==> src/rtl/ex_type_i_if.sv <==
`default_nettype none
// +-----------------------------------------------------------------------+
// | ex_type_i_if : issue/writeback handshake bundle for ex_type_i          |
// | Rev 1.0 - initial release                                             |
// +-----------------------------------------------------------------------+
interface ex_type_i_if #(
    parameter int DATA_WIDTH  = 32,
    parameter int RDATA_WIDTH = 32,
    parameter int RADDR_WIDTH = 5
);
    logic                   in_valid_i;
    logic                   in_ready_o;
    logic [DATA_WIDTH-1:0]  inst_i;
    logic [RDATA_WIDTH-1:0] op1_i;
    logic [RDATA_WIDTH-1:0] op2_i;
    logic                   reg_we_i;
    logic [RADDR_WIDTH-1:0] reg_waddr_i;
    logic                   flush_i;
    logic                   out_valid_o;
    logic                   out_ready_i;
    logic [RDATA_WIDTH-1:0] reg_wdata_o;
    logic                   reg_we_o;
    logic [RADDR_WIDTH-1:0] reg_waddr_o;
    logic                   busy_o;

    modport master (
        output in_valid_i, inst_i, op1_i, op2_i, reg_we_i, reg_waddr_i, flush_i, out_ready_i,
        input  in_ready_o, out_valid_o, reg_wdata_o, reg_we_o, reg_waddr_o, busy_o
    );

    modport slave (
        input  in_valid_i, inst_i, op1_i, op2_i, reg_we_i, reg_waddr_i, flush_i, out_ready_i,
        output in_ready_o, out_valid_o, reg_wdata_o, reg_we_o, reg_waddr_o, busy_o
    );
endinterface
`default_nettype wire

==> src/rtl/ex_type_i.sv <==
`default_nettype none
// +-----------------------------------------------------------------------+
// | ex_type_i : RV32 I-type ALU with a bit-serial shifter (1 bit/cycle)    |
// | Rev 1.0 - initial release                                             |
// +-----------------------------------------------------------------------+
module ex_type_i #(
    parameter int DATA_WIDTH  = 32,
    parameter int RDATA_WIDTH = 32,
    parameter int RADDR_WIDTH = 5
) (
    input wire         clk,
    input wire         rst_n,
    ex_type_i_if.slave bus
);
    localparam logic [6:0] C_OPCODE_OP_IMM = 7'b0010011;

    typedef enum logic [1:0] {
        S_IDLE  = 2'd0,
        S_SHIFT = 2'd1,
        S_DONE  = 2'd2
    } state_t;

    state_t                 r_state;
    logic [4:0]             r_count;
    logic [RDATA_WIDTH-1:0] r_work;
    logic                   r_shift_left;
    logic                   r_shift_arith;
    logic                   r_pend_we;
    logic [RADDR_WIDTH-1:0] r_pend_waddr;
    logic                   r_out_valid;
    logic                   r_we;
    logic [RDATA_WIDTH-1:0] r_wdata;
    logic [RADDR_WIDTH-1:0] r_waddr;
    logic                   r_busy;

    logic [6:0]             w_opcode;
    logic [2:0]             w_funct3;
    logic [4:0]             w_shamt;
    logic                   w_is_op_imm;
    logic                   w_is_shift;
    logic                   w_start_shift;
    logic                   w_new_we;
    logic                   w_accept;
    logic [RDATA_WIDTH-1:0] w_result;
    logic [RDATA_WIDTH-1:0] w_work_next;
    logic                   w_unused_inst;

    assign w_opcode      = bus.inst_i[6:0];
    assign w_funct3      = bus.inst_i[14:12];
    assign w_shamt       = bus.inst_i[24:20];
    assign w_is_op_imm   = (w_opcode == C_OPCODE_OP_IMM);
    assign w_is_shift    = w_is_op_imm && ((w_funct3 == 3'b001) || (w_funct3 == 3'b101));
    assign w_start_shift = w_is_shift && (w_shamt != 5'd0);
    assign w_new_we      = w_is_op_imm && bus.reg_we_i && (bus.reg_waddr_i != '0);
    assign w_unused_inst = ^{bus.inst_i[DATA_WIDTH-1:31], bus.inst_i[29:25],
                             bus.inst_i[19:15], bus.inst_i[11:7]};

    assign bus.in_ready_o  = (r_state == S_IDLE) || ((r_state == S_DONE) && bus.out_ready_i);
    assign w_accept        = bus.in_valid_i && bus.in_ready_o && !bus.flush_i;
    assign bus.out_valid_o = r_out_valid;
    assign bus.reg_wdata_o = r_wdata;
    assign bus.reg_we_o    = r_we;
    assign bus.reg_waddr_o = r_waddr;
    assign bus.busy_o      = r_busy;

    // Single-cycle result; a zero-amount shift falls through as op1 unchanged.
    always_comb begin
        w_result = '0;
        if (w_is_op_imm) begin
            case (w_funct3)
                3'b000:  w_result = bus.op1_i + bus.op2_i;
                3'b010:  w_result = {{(RDATA_WIDTH-1){1'b0}}, ($signed(bus.op1_i) < $signed(bus.op2_i))};
                3'b011:  w_result = {{(RDATA_WIDTH-1){1'b0}}, (bus.op1_i < bus.op2_i)};
                3'b100:  w_result = bus.op1_i ^ bus.op2_i;
                3'b110:  w_result = bus.op1_i | bus.op2_i;
                3'b111:  w_result = bus.op1_i & bus.op2_i;
                default: w_result = bus.op1_i;
            endcase
        end
    end

    always_comb begin
        w_work_next = '0;
        if (r_shift_left) begin
            w_work_next = {r_work[RDATA_WIDTH-2:0], 1'b0};
        end else if (r_shift_arith) begin
            w_work_next = {r_work[RDATA_WIDTH-1], r_work[RDATA_WIDTH-1:1]};
        end else begin
            w_work_next = {1'b0, r_work[RDATA_WIDTH-1:1]};
        end
    end

    always_ff @(posedge clk or negedge rst_n) begin
        if (!rst_n) begin
            r_state       <= S_IDLE;
            r_count       <= 5'd0;
            r_work        <= '0;
            r_shift_left  <= 1'b0;
            r_shift_arith <= 1'b0;
            r_pend_we     <= 1'b0;
            r_pend_waddr  <= '0;
            r_out_valid   <= 1'b0;
            r_we          <= 1'b0;
            r_wdata       <= '0;
            r_waddr       <= '0;
            r_busy        <= 1'b0;
        end else if (bus.flush_i) begin
            r_state     <= S_IDLE;
            r_count     <= 5'd0;
            r_out_valid <= 1'b0;
            r_busy      <= 1'b0;
        end else if (w_accept) begin
            r_pend_we    <= w_new_we;
            r_pend_waddr <= bus.reg_waddr_i;
            if (w_start_shift) begin
                r_state       <= S_SHIFT;
                r_busy        <= 1'b1;
                r_out_valid   <= 1'b0;
                r_count       <= w_shamt;
                r_work        <= bus.op1_i;
                r_shift_left  <= (w_funct3 == 3'b001);
                r_shift_arith <= bus.inst_i[30];
            end else begin
                r_state     <= S_DONE;
                r_busy      <= 1'b0;
                r_out_valid <= 1'b1;
                r_wdata     <= w_result;
                r_we        <= w_new_we;
                r_waddr     <= bus.reg_waddr_i;
            end
        end else begin
            case (r_state)
                S_SHIFT: begin
                    r_work  <= w_work_next;
                    r_count <= r_count - 5'd1;
                    // Last bit shifted this edge: publish straight from the shift path.
                    if (r_count == 5'd1) begin
                        r_state     <= S_DONE;
                        r_busy      <= 1'b0;
                        r_out_valid <= 1'b1;
                        r_wdata     <= w_work_next;
                        r_we        <= r_pend_we;
                        r_waddr     <= r_pend_waddr;
                    end
                end
                S_DONE: begin
                    if (bus.out_ready_i) begin
                        r_state     <= S_IDLE;
                        r_out_valid <= 1'b0;
                    end
                end
                default: r_state <= S_IDLE;
            endcase
        end
    end
endmodule
`default_nettype wire

==> src/flat_wrapper.sv <==
// flat-port wrapper written by rule: the top's interface ports become plain ports
module ex_type_i_flat 
#(
    parameter int DATA_WIDTH  = 32,
    parameter int RDATA_WIDTH = 32,
    parameter int RADDR_WIDTH = 5
)
  (clk, rst_n, bus_in_valid_i, bus_inst_i, bus_op1_i, bus_op2_i, bus_reg_we_i, bus_reg_waddr_i, bus_flush_i, bus_out_ready_i, bus_in_ready_o, bus_out_valid_o, bus_reg_wdata_o, bus_reg_we_o, bus_reg_waddr_o, bus_busy_o);
  ex_type_i_if #(.DATA_WIDTH(DATA_WIDTH), .RDATA_WIDTH(RDATA_WIDTH), .RADDR_WIDTH(RADDR_WIDTH)) bus_i ();
  input wire clk;
  input wire rst_n;
  input wire logic [$bits(bus_i.in_valid_i)-1:0] bus_in_valid_i;
  input wire logic [$bits(bus_i.inst_i)-1:0] bus_inst_i;
  input wire logic [$bits(bus_i.op1_i)-1:0] bus_op1_i;
  input wire logic [$bits(bus_i.op2_i)-1:0] bus_op2_i;
  input wire logic [$bits(bus_i.reg_we_i)-1:0] bus_reg_we_i;
  input wire logic [$bits(bus_i.reg_waddr_i)-1:0] bus_reg_waddr_i;
  input wire logic [$bits(bus_i.flush_i)-1:0] bus_flush_i;
  input wire logic [$bits(bus_i.out_ready_i)-1:0] bus_out_ready_i;
  output wire logic [$bits(bus_i.in_ready_o)-1:0] bus_in_ready_o;
  output wire logic [$bits(bus_i.out_valid_o)-1:0] bus_out_valid_o;
  output wire logic [$bits(bus_i.reg_wdata_o)-1:0] bus_reg_wdata_o;
  output wire logic [$bits(bus_i.reg_we_o)-1:0] bus_reg_we_o;
  output wire logic [$bits(bus_i.reg_waddr_o)-1:0] bus_reg_waddr_o;
  output wire logic [$bits(bus_i.busy_o)-1:0] bus_busy_o;
  assign bus_i.in_valid_i = bus_in_valid_i;
  assign bus_i.inst_i = bus_inst_i;
  assign bus_i.op1_i = bus_op1_i;
  assign bus_i.op2_i = bus_op2_i;
  assign bus_i.reg_we_i = bus_reg_we_i;
  assign bus_i.reg_waddr_i = bus_reg_waddr_i;
  assign bus_i.flush_i = bus_flush_i;
  assign bus_i.out_ready_i = bus_out_ready_i;
  assign bus_in_ready_o = bus_i.in_ready_o;
  assign bus_out_valid_o = bus_i.out_valid_o;
  assign bus_reg_wdata_o = bus_i.reg_wdata_o;
  assign bus_reg_we_o = bus_i.reg_we_o;
  assign bus_reg_waddr_o = bus_i.reg_waddr_o;
  assign bus_busy_o = bus_i.busy_o;
  ex_type_i #(.DATA_WIDTH(DATA_WIDTH), .RDATA_WIDTH(RDATA_WIDTH), .RADDR_WIDTH(RADDR_WIDTH)) u_core (.clk(clk), .rst_n(rst_n), .bus(bus_i));
endmodule
==> config.mk <==
export PLATFORM = sky130hd
export DESIGN_NAME = ex_type_i_flat
export DESIGN_NICKNAME = d
export VERILOG_FILES = /design/src/rtl/ex_type_i_if.sv /design/src/rtl/ex_type_i.sv /design/src/flat_wrapper.sv
export SDC_FILE = /design/constraint.sdc
export NUM_CORES = 1
export LEC_CHECK = 0
export BUFFER_PORTS_ARGS = -buffer_cell sky130_fd_sc_hd__buf_2
export CAP_MARGIN = 25
export CORE_MARGIN = 2
export CORE_UTILIZATION = 35
export DETAILED_ROUTE_END_ITERATION = 7
export PLACE_DENSITY_LB_ADDON = 0.2
export SLEW_MARGIN = 20
export SYNTH_ARGS = -nofsm -noshare
export SYNTH_HDL_FRONTEND = slang
export SYNTH_SLANG_ARGS = --single-unit
==> constraint.sdc <==
create_clock -name clk -period 2.1 [get_ports clk]
set_input_delay 0.105 -clock clk [delete_from_list [all_inputs] [get_ports clk]]
set_output_delay 0.105 -clock clk [all_outputs]
set_load 0.02 [all_outputs]
* After elaboration in Yosys (flattened, before gate mapping)
Index checks and enable logic that the tools add are counted.
** Storage, ports and cells
- Word-level logic and storage cells :: 103
- Output and inout bits :: 41
- Register bits :: 87
** Operators by class
- Add/sub/neg operators :: 2
- Reductions and logical operators :: 27
- Multiplexer cells :: 40
- Order comparisons :: 2
- Equal/unequal tests :: 16
- Bitwise logic cells :: 4
** Operators with widths (count)
- 32-bit two-way mux :: 10
- 32-bit one-hot mux with 6 select lines :: 1
- 32-bit less-than comparator :: 2
- 5-bit two-way mux :: 8
- 32-bit adder :: 1
- 32-bit bitwise AND :: 1
- 32-bit bitwise OR :: 1
- 32-bit bitwise XOR :: 1
- 1-bit two-way mux :: 14
- 3-bit == test (second input constant) :: 4
- 2-bit two-way mux :: 5
- 5-bit nonzero test :: 2
- 3-bit AND reduction :: 3
- 2-bit AND reduction :: 4
- 7-bit by 5-bit == test with 1-bit output (second input constant) :: 1
- 1-bit logical AND :: 7
- 3-bit by 2-bit == test with 1-bit output (second input constant) :: 2
- 3-bit nonzero test :: 2
- 5-bit by 1-bit == test with 1-bit output (second input constant) :: 1
- 5-bit by 1-bit subtractor with 5-bit output (second input constant) :: 1
- 4-bit by 2-bit != test with 1-bit output (second input constant) :: 1
- 4-bit by 3-bit != test with 1-bit output (second input constant) :: 1
- 2-bit one-hot mux with 2 select lines :: 1
- 4-bit AND reduction :: 1
- other kinds (14) :: 16

* Logic depth before layout (Yosys ltp)
Gate-level depths: netlist of the first run.
- Word-level depth :: 7
- Gate-level depth with buffers :: 11
- Mapped depth without buffers :: 10

* Worst setup path before layout of the first run
Ideal clock, no wire load.
- Path type :: input port to flip-flop
- Start point :: in bus_op2_i[28]
- End point :: reg u_core.r_wdata[0] (netlist: u_core.bus.reg_wdata_o[0])
- Setup time :: 82 ps
- Path slack :: -268 ps
- Stages on the path :: 10
- Data arrival time :: 2286 ps
- Path buffers :: 1
- Data required time :: 2018 ps
- Cell sequence :: inv_1 -> ha_1 -> buf_6 -> or4_4 -> nand4b_4 -> or4_1 -> a21oi_1 -> nor4_1 -> mux2_1 -> a31oi_1
** Between the ends
- Longest elaborated chain between the ends :: 5
- Elaborated cells between the ends (all ways) :: 6
- Those cells by class :: 2 x order compare; 4 x mux
** RTL lines
- start: declaration :: line flat_wrapper.sv:15 : input wire logic [$bits(bus_i.op2_i)-1:0] bus_op2_i;
- 32-bit less-than comparator, on equally long branches :: line ex_type_i.sv:73, ex_type_i.sv:72
- 32-bit one-hot mux with 6 select lines (*) :: line ex_type_i.sv:70 : case (w_funct3)
- 32-bit two-way mux (*) :: line ex_type_i.sv:69 : if (w_is_op_imm) begin
- 32-bit two-way mux (*) :: line ex_type_i.sv:115 : if (w_start_shift) begin
- 32-bit two-way mux (*) :: line ex_type_i.sv:112 : end else if (w_accept) begin
- end signal: assignment :: line ex_type_i.sv:127 : r_wdata <= w_result;
- end signal: assignment :: line ex_type_i.sv:141 : r_wdata <= w_work_next;
- end: declaration :: line ex_type_i.sv:32 : logic [RDATA_WIDTH-1:0] r_wdata;
Every way passes the cells marked *; elsewhere a longest branch is shown, timed or not. The select of a mux whose other input is x is not followed.
A chain may end at the register's enable or synchronous reset.

* Final worst setup path of the first run
- Start point :: in bus_op1_i[0]
- End point :: reg u_core.r_wdata[20] (netlist: u_core.bus.reg_wdata_o[20])
** Between the ends
- Longest elaborated chain between the ends :: 5
** RTL lines
- start: declaration :: line flat_wrapper.sv:14 : input wire logic [$bits(bus_i.op1_i)-1:0] bus_op1_i;
- 32-bit adder :: line ex_type_i.sv:71 : 3'b000: w_result = bus.op1_i + bus.op2_i;
- 32-bit one-hot mux with 6 select lines :: line ex_type_i.sv:70
- 32-bit two-way mux :: line ex_type_i.sv:69
- 32-bit two-way mux :: line ex_type_i.sv:115
- 32-bit two-way mux :: line ex_type_i.sv:112
Every way passes these cells. The select of a mux whose other input is x is not followed.

==> flow_summary_export.csv, run 1 <==
group,metric,value,unit
worst_setup_path,crit_arrival,2460,ps
power_and_ir_drop,p_sw_frac,0.3657,
routing,drt_iter0_drc,976,
synth,yosysTopAreaCellShare,0.2553,
synth,yosys.area_share.simple,0.1720,
synth,syn_area,8527,um2
worst_setup_path,critPathBufInv,1,
synth,syn-num-nets,1340,
synth,yosysMostFrequentCell,"nand2_1",
synth,async_flop_share,1.000,
finish,diodes,0,
sta,setup_slack,-102.7,ps
global_routing,grt_pass1_vias,9181,
worst_setup_path,cp-end-kind,"register",
synth,synth_area_leader_cell,"dfrtp_1",
die,die_x,160.1,um
global_routing,grt-ovfl-total,0,
synth,synthAdderAreaFrac,0.1461,
min_path,hold_path_class,"primary input to register",
sta,max_freq,0.4540,GHz
finish,multiInputGateArea,6282,um2
sta,rsz0062_at_grt,"true",
synth,syn_inst,1134,
global_routing,antenna_found_initial,0,
cts,clk_path_buf_depth,2,
synth,ys_seq_elements,87,
place,place.detailed.hpwl,25040,um
cts,clk_pin_slew,70,ps
worst_setup_path,cp.required,2360,ps
cts,htreeDepth,3,
power_and_ir_drop,sequentialPowerShare,0.316,
sta,tightest_slew,755.0,ps
place,place_congestion,0.9318,
worst_setup_path,cp_num_cells,11,
die,dieArea,25630,um2
finish,n_fill_cell,2384,
finish,fin_area,12480,um2
sta,period_share,1.049,
worst_setup_path,cp_max_fo,3,
power_and_ir_drop,p_sw,0.002389,W
global_routing,grt_pass1_wl,51060,um
synth,synthFlopType,"dfrtp_1",
worst_setup_path,cp_slowest_cell,"fa_2",
sta,final_hold_viol_count,0,
worst_setup_path,cp-start-kind,"primary input",
power_and_ir_drop,internal_power,0.004144,W
synth,ys_seq_area_frac,0.2553,
synth,syn_area_per_cell,7.519,um2
worst_setup_path,cp_cell_sequence,"buf_6, ha_4, fa_2, a21oi_4, o211ai_1, a21oi_2, a211oi_2, a221oi_2, a221oi_2, or3_1, o211ai_1",
worst_setup_path,rr_startpoint,"u_core.r_count[1]$_DFFE_PN0P_",
synth,synth.area.mux_share,0.05356,
synth,yosysWarnings,0,
worst_setup_path,r2r_end,"u_core.bus.reg_wdata_o[20]$_DFFE_PN0P_",
die,start_util,0.3537,
die,io_pins,148,
finish,drive_above_1_share,0.3505,
run,max_cap_violations,0,
worst_setup_path,r2r_cells,8,
routing,avgRoutedWirePerCell,17.99,um
run_status,violations,"setup timing",
cts,cts_root_buffer,"clkbuf_16",
finish,syn_to_final_growth,46.37,%
sta,setup_violations,2,
global_routing,grt_max_degree,65,
global_routing,grt_usage,0.2497,
worst_setup_path,crit_start,"bus_op1_i[0]",
worst_setup_path,critPathMaxStageDelay,370,ps
sta,maxSlewViolCount,0,
cts,clock_latency,350,ps
power_and_ir_drop,p_comb_frac,0.409,
synth,ys_top_cells_by_area,"dfrtp_1 (26%), ha_1 (14%), a21oi_1 (7.3%)",
power_and_ir_drop,leakagePower,5.897,nW
routing,vias,9503,
worst_setup_path,crit_end,"u_core.bus.reg_wdata_o[20]$_DFFE_PN0P_",
power_and_ir_drop,ir_worst_vdd,0.3524,mV
cts,numCtsBuffers,9,
sta,max_slew_margin,0.4967,
place,place_area,11480,um2
die,die_h,160.1,um
die,fp.coreArea,24110,um2
cts,clock-sinks,87,
sta,fin_crit,2203,ps
synth,synth_top_family_by_area,"compound AO/OA/AOI/OAI gates",
worst_setup_path,path_class,"primary input to register",
synth,synth_edf_count,0,
worst_setup_path,cpLargestDelayFamily,"compound AO/OA/AOI/OAI gates",
power_and_ir_drop,pwr-share-clk,0.275,
finish,nets,1680,
synth,synth_cell_types,70,
routing,via_per_inst,5.274,
sta,fin_setup_tns,-158.5,ps
synth,synth_commonest_cells,"nand2_1 (127), a21oi_1 (124), nor2_1 (99)",
routing,ant_nets,0,
die,rows,57,
routing,drt_wl_total,32420,um
place,pre_cts_slack,-626.2,ps
sta,finClkSkew,11.25,ps
synth,synthXorXnorAreaFrac,0.009244,
synth,synth-compound-area-share,0.2883,
worst_setup_path,r2r_slack,0,ps
power_and_ir_drop,power.density,523.5,nW/um2
run_status,status,"finished with violations",
place,buffer_ports.inserted,131,
routing,dr.pass1.iters,5,
routing,drc,0,
cts,cts_tree,"built",
finish,regArea,2177,um2
[layout make-up]
type	instances	share of cell area
Sequential cell	87	0.1744
Inverter	91	0.02877
Tap cell	324	0.03248
Timing Repair Buffer	406	0.2349
Multi-Input combinational cell	879	0.5034
Clock inverter	5	0.006917
Clock buffer	10	0.01915
[cells in the final DEF, fill, tap and decap left out, types with 10 or more instances in the layout]
cell      count
a21o_1       11
a21oi_1     111
a21oi_2      11
a22oi_1      17
a31oi_1      14
buf_12       10
buf_2       123
buf_4       254
buf_6        11
dfrtp_1      87
ha_1         80
ha_4         17
inv_1        79
mux2i_1      40
nand2_1     122
nand3_1      21
nor2_1       96
nor3_1       14
o211ai_1     17
o21ai_0      82
o21ai_1      45
o21bai_1     10
[what timing repair did]
item | CTS | global route
setup buffers | 6 | 10
endpoints found under the hold margin | 39 | 0
resized for setup | 26 | 97
setup endpoints to repair | 26 | 72
pin swaps | 11 | 42
hold buffers | 7 | 0
[power by group through the flow]
stage | clock network, W | registers (W) | logic, W
6_report | 0.00179 | 0.00206 | 0.00268
5_1_grt | 0.00188 | 0.00208 | 0.00292
4_1_cts | 0.00182 | 0.00206 | 0.00252
3_5_place_dp | 0 | 0.00209 | 0.00247
3_3_place_gp | 0 | 0.00209 | 0.00245
2_1_floorplan | 0 | 0.00221 | 0.00117
[tightest hold or removal path, cell delays in order]
cell and delay, ps:
buf_2 100, nand2_1 60, nand2_1 60
[routing by layer]
layer	wire (um)	global-route usage
met1	15790	0.3837
met2	13690	0.3752
met3	2161	0.02442
met4	781	0.05651
met5	0	0
[through the flow]
step	hold slack, ps	total power [W]	std cells	utilization
2_1_floorplan	-190.6	0.003376	1134	-
3_3_place_gp	96.48	0.004540	1767	0.4764
3_5_place_dp	99.58	0.004561	1767	0.4764
4_1_cts	2.180	0.006410	1795	0.4995
5_1_grt	48.69	0.006889	1802	0.5178
6_report	19.51	0.006534	1802	0.5178
[registers in the layout, summed over array words and instances, names as in the netlist]
signal and count:
u_core.bus.busy_o 1, u_core.bus.out_valid_o 1, u_core.bus.reg_waddr_o 5, u_core.bus.reg_wdata_o 32
u_core.bus.reg_we_o 1, u_core.r_count 5, u_core.r_pend_waddr 5, u_core.r_pend_we 1
u_core.r_shift_arith 1, u_core.r_shift_left 1, u_core.r_state 2, u_core.r_work 32
[worst min-delay path by stage]
stage	start	to	slack, ps	cells after the start
floorplan	rst_n	u_core.bus.busy_o$_DFFE_PN0P_	-190	0
global placement	rst_n	u_core.bus.reg_wdata_o[3]$_DFFE_PN0P_	100	1
global route	bus_reg_waddr_i[1]	u_core.r_pend_waddr[1]$_DFFE_PN0P_	50	3
CTS	bus_reg_waddr_i[1]	u_core.r_pend_waddr[1]$_DFFE_PN0P_	2	3
finish	bus_reg_waddr_i[1]	u_core.r_pend_waddr[1]$_DFFE_PN0P_	20	3
detailed placement	rst_n	u_core.bus.reg_wdata_o[4]$_DFFE_PN0P_	100	1
[cell families (layout without fill, tap and decap cells)]
logic type,Yosys count,count (layout)
multiplexers,45,45
AO/OA/AOI/OAI,405,405
buffers and inverters,168,512
adder cells (fa/ha/maj),99,99
AND/OR/NAND/NOR,321,321
XOR/XNOR,9,9
flip-flops,87,87
Power figures use the tool's default switching activity.
==> inputs of run 2 (changes only) <==
- ABC_AREA: unset -> 1
==> run 2 against run 1 <==
The run now ends clean. Combinational power is 18% higher. First-iteration DRC count is 26% lower. Sequential power is 15% higher. Critical path type is now register to register. Critical endpoint unchanged. Largest cell class unchanged. Largest power group unchanged.
==> flow_summary_export.csv, run 2 <==
group,metric,value,unit
global_routing,grt_pass1_vias,9575,
sta,tightest_slew,582.3,ps
power_and_ir_drop,p_comb_frac,0.444,
routing,dr.pass1.iters,8,
global_routing,grt_usage,0.2358,
synth,synthFlopType,"dfrtp_1",
place,buffer_ports.inserted,131,
power_and_ir_drop,leakagePower,6.198,nW
routing,drt_wl_total,31190,um
finish,syn_to_final_growth,27.00,%
place,place_area,11010,um2
cts,htreeDepth,3,
finish,drive_above_1_share,0.1979,
synth,synth_area_leader_cell,"dfrtp_1",
sta,setup_violations,0,
power_and_ir_drop,p_sw_frac,0.4020,
finish,diodes,0,
die,fp.coreArea,25110,um2
cts,cts_root_buffer,"clkbuf_16",
cts,clk_path_buf_depth,2,
global_routing,grt-ovfl-total,0,
cts,cts_tree,"built",
run,max_cap_violations,0,
place,pre_cts_slack,-77.00,ps
die,start_util,0.3563,
synth,ys_seq_elements,87,
synth,synth_cell_types,49,
worst_setup_path,r2r_end,"u_core.bus.reg_wdata_o[20]$_DFFE_PN0P_",
finish,mostFrequentLayoutCell,"nand2_1",
worst_setup_path,crit_arrival,2160,ps
cts,clk_pin_slew,70,ps
cts,clock_latency,340,ps
die,dieArea,26860,um2
worst_setup_path,cp-start-kind,"register",
cts,numCtsBuffers,9,
sta,fin_setup_tns,0,ps
power_and_ir_drop,sequentialPowerShare,0.332,
worst_setup_path,critPathMaxStageDelay,400,ps
synth,yosysMostFrequentCell,"nand2_1",
sta,max_slew_margin,0.6118,
cts,clock-sinks,87,
global_routing,grt_max_degree,90,
global_routing,grt_pass1_wl,49490,um
run_status,status,"finished clean",
die,io_pins,148,
finish,n_fill_cell,2753,
synth,async_flop_share,1.000,
worst_setup_path,cp_slowest_cell,"dfrtp_1",
synth,yosysTopAreaCellShare,0.2433,
sta,fin_crit,1932,ps
sta,period_share,0.9198,
min_path,hp-start,"bus_inst_i[23]",
routing,via_per_inst,4.958,
synth,syn-num-nets,1603,
power_and_ir_drop,power.density,626.0,nW/um2
die,die_h,163.9,um
worst_setup_path,path_class,"register to register",
worst_setup_path,r2r_slack,170,ps
worst_setup_path,critPathBufInv,2,
power_and_ir_drop,p_sw,0.002860,W
worst_setup_path,cp_max_fo,16,
worst_setup_path,cp.required,2330,ps
routing,drc,0,
synth,syn_inst,1397,
sta,finClkSkew,9.515,ps
worst_setup_path,crit_start,"u_core.r_state[1]$_DFFE_PN0P_",
synth,syn_area_per_cell,6.405,um2
finish,final_cell_mix,"nand2_1 (382), inv_1 (209), buf_4 (145)",
synth,yosysWarnings,0,
worst_setup_path,rr_startpoint,"u_core.r_state[1]$_DFFE_PN0P_",
synth,ys_top_cells_by_area,"dfrtp_1 (24%), nand2_1 (16%), ha_1 (14%)",
worst_setup_path,cpLargestDelayFamily,"simple AND/OR/NAND/NOR gates",
min_path,holdPathEnd,"u_core.r_count[3]$_DFFE_PN0P_",
die,die_x,163.9,um
worst_setup_path,cp-end-kind,"register",
finish,nets,1848,
worst_setup_path,r2r_cells,9,
routing,ant_nets,0,
sta,final_hold_viol_count,0,
routing,vias,9802,
place,place_congestion,0.9320,
worst_setup_path,cp_cell_sequence,"a21oi_2, nand2_2, nor2_4, nand4_1, nand3_2, inv_2, buf_4, or2_2, a21boi_1",
power_and_ir_drop,ir_worst_vdd,0.5056,mV
synth,ys_seq_area_frac,0.2433,
sta,setup_slack,168.5,ps
power_and_ir_drop,pwr-share-clk,0.224,
power_and_ir_drop,internal_power,0.004254,W
place,place.detailed.hpwl,25170,um
min_path,min_path_cells,3,
die,rows,58,
synth,synth_edf_count,0,
sta,max_freq,0.5177,GHz
global_routing,antenna_found_initial,0,
routing,drt_iter0_drc,725,
sta,maxSlewViolCount,0,
min_path,hold_path_class,"primary input to register",
routing,avgRoutedWirePerCell,15.78,um
finish,fin_area,11360,um2
sta,rsz0062_at_grt,"false",
synth,synth_commonest_cells,"nand2_1 (382), inv_1 (209), o21ai_0 (140)",
synth,syn_area,8947,um2
## run 2: cell count changes after synthesis, sizes merged, moves of 19 or more
cell    change
inv       +123
mux2i      -40
nand2     +257
nand3      +64
or2        +19
clkbuf     -26
## run 2: power groups by stage
stage | clock network [W] | logic, W | registers [W]
global route | 0.00168 | 0.00354 | 0.00243
floorplan | 0 | 0.00158 | 0.00268
global placement | 0 | 0.00312 | 0.00238
detailed placement | 0 | 0.00315 | 0.00239
CTS | 0.00163 | 0.00317 | 0.00237
finish | 0.00159 | 0.00316 | 0.00236
## run 2: repair_timing
action                                 4_1_cts  5_1_grt
setup endpoints to repair                    0        2
endpoints found under the hold margin       39        1
hold buffers                                 4        1
setup buffers                                0        2
resized for setup                            0        0
## run 2: worst max-delay path by stage
stage / to / cells past startpoint / slack, ps
after detailed placement: u_core.bus.reg_wdata_o[29]$_DFFE_PN0P_ / 14 / -80
after global placement: u_core.bus.reg_wdata_o[29]$_DFFE_PN0P_ / 15 / -80
after floorplan: u_core.bus.reg_wdata_o[15]$_DFFE_PN0P_ / 9 / 170
final: u_core.bus.reg_wdata_o[20]$_DFFE_PN0P_ / 9 / 170
after global routing: u_core.bus.reg_wdata_o[29]$_DFFE_PN0P_ / 14 / 20
after CTS: u_core.bus.reg_wdata_o[16]$_DFFE_PN0P_ / 9 / 130
## run 2: tightest hold or removal path, stage by stage
cell	delay (ps)
buf_2	100
nand2_1	50
a31oi_1	80
## run 2: through the flow
step / total power (W) / std cells / utilization / hold WS [ps]
6_report: 0.007114 / 1977 / 0.4526 / 38.98
4_1_cts: 0.007176 / 1974 / 0.4516 / 2.794
2_1_floorplan: 0.004263 / 1397 / - / -190.6
5_1_grt: 0.007645 / 1977 / 0.4526 / 55.38
3_3_place_gp: 0.005505 / 1954 / 0.4384 / 135.7
3_5_place_dp: 0.005537 / 1954 / 0.4384 / 128.6
## run 2: logic make-up after synthesis
family,count (synthesis),synth area share
flops,87,0.2433
buf+inv,269,0.1169
xor+xnor,3,0.002937
fa+ha+maj,99,0.1393
simple gates,595,0.2766
compound gates,344,0.2209
## run 2: area by class of cell
type,count,area (um2),area share
inverter,215,807.0,0.07102
clock buffer,10,239.0,0.02103
tap,330,412.9,0.03634
clock inverter,6,51.30,0.004514
multi-input combinational,1041,5727,0.5040
timing repair buffer,288,1949,0.1715
sequential,87,2177,0.1916
## run 2: metal layers
| metal | track usage | vias to the layer above | part of all wire |
|---|---|---|---|
| met5 | 0 | - | 0 |
| met3 | 0.02348 | 49 | 0.041 |
| met2 | 0.3971 | 266 | 0.46 |
| met1 | 0.3123 | 4460 | 0.46 |
| li1 | - | 5027 | - |
| met4 | 0.08852 | 0 | 0.038 |
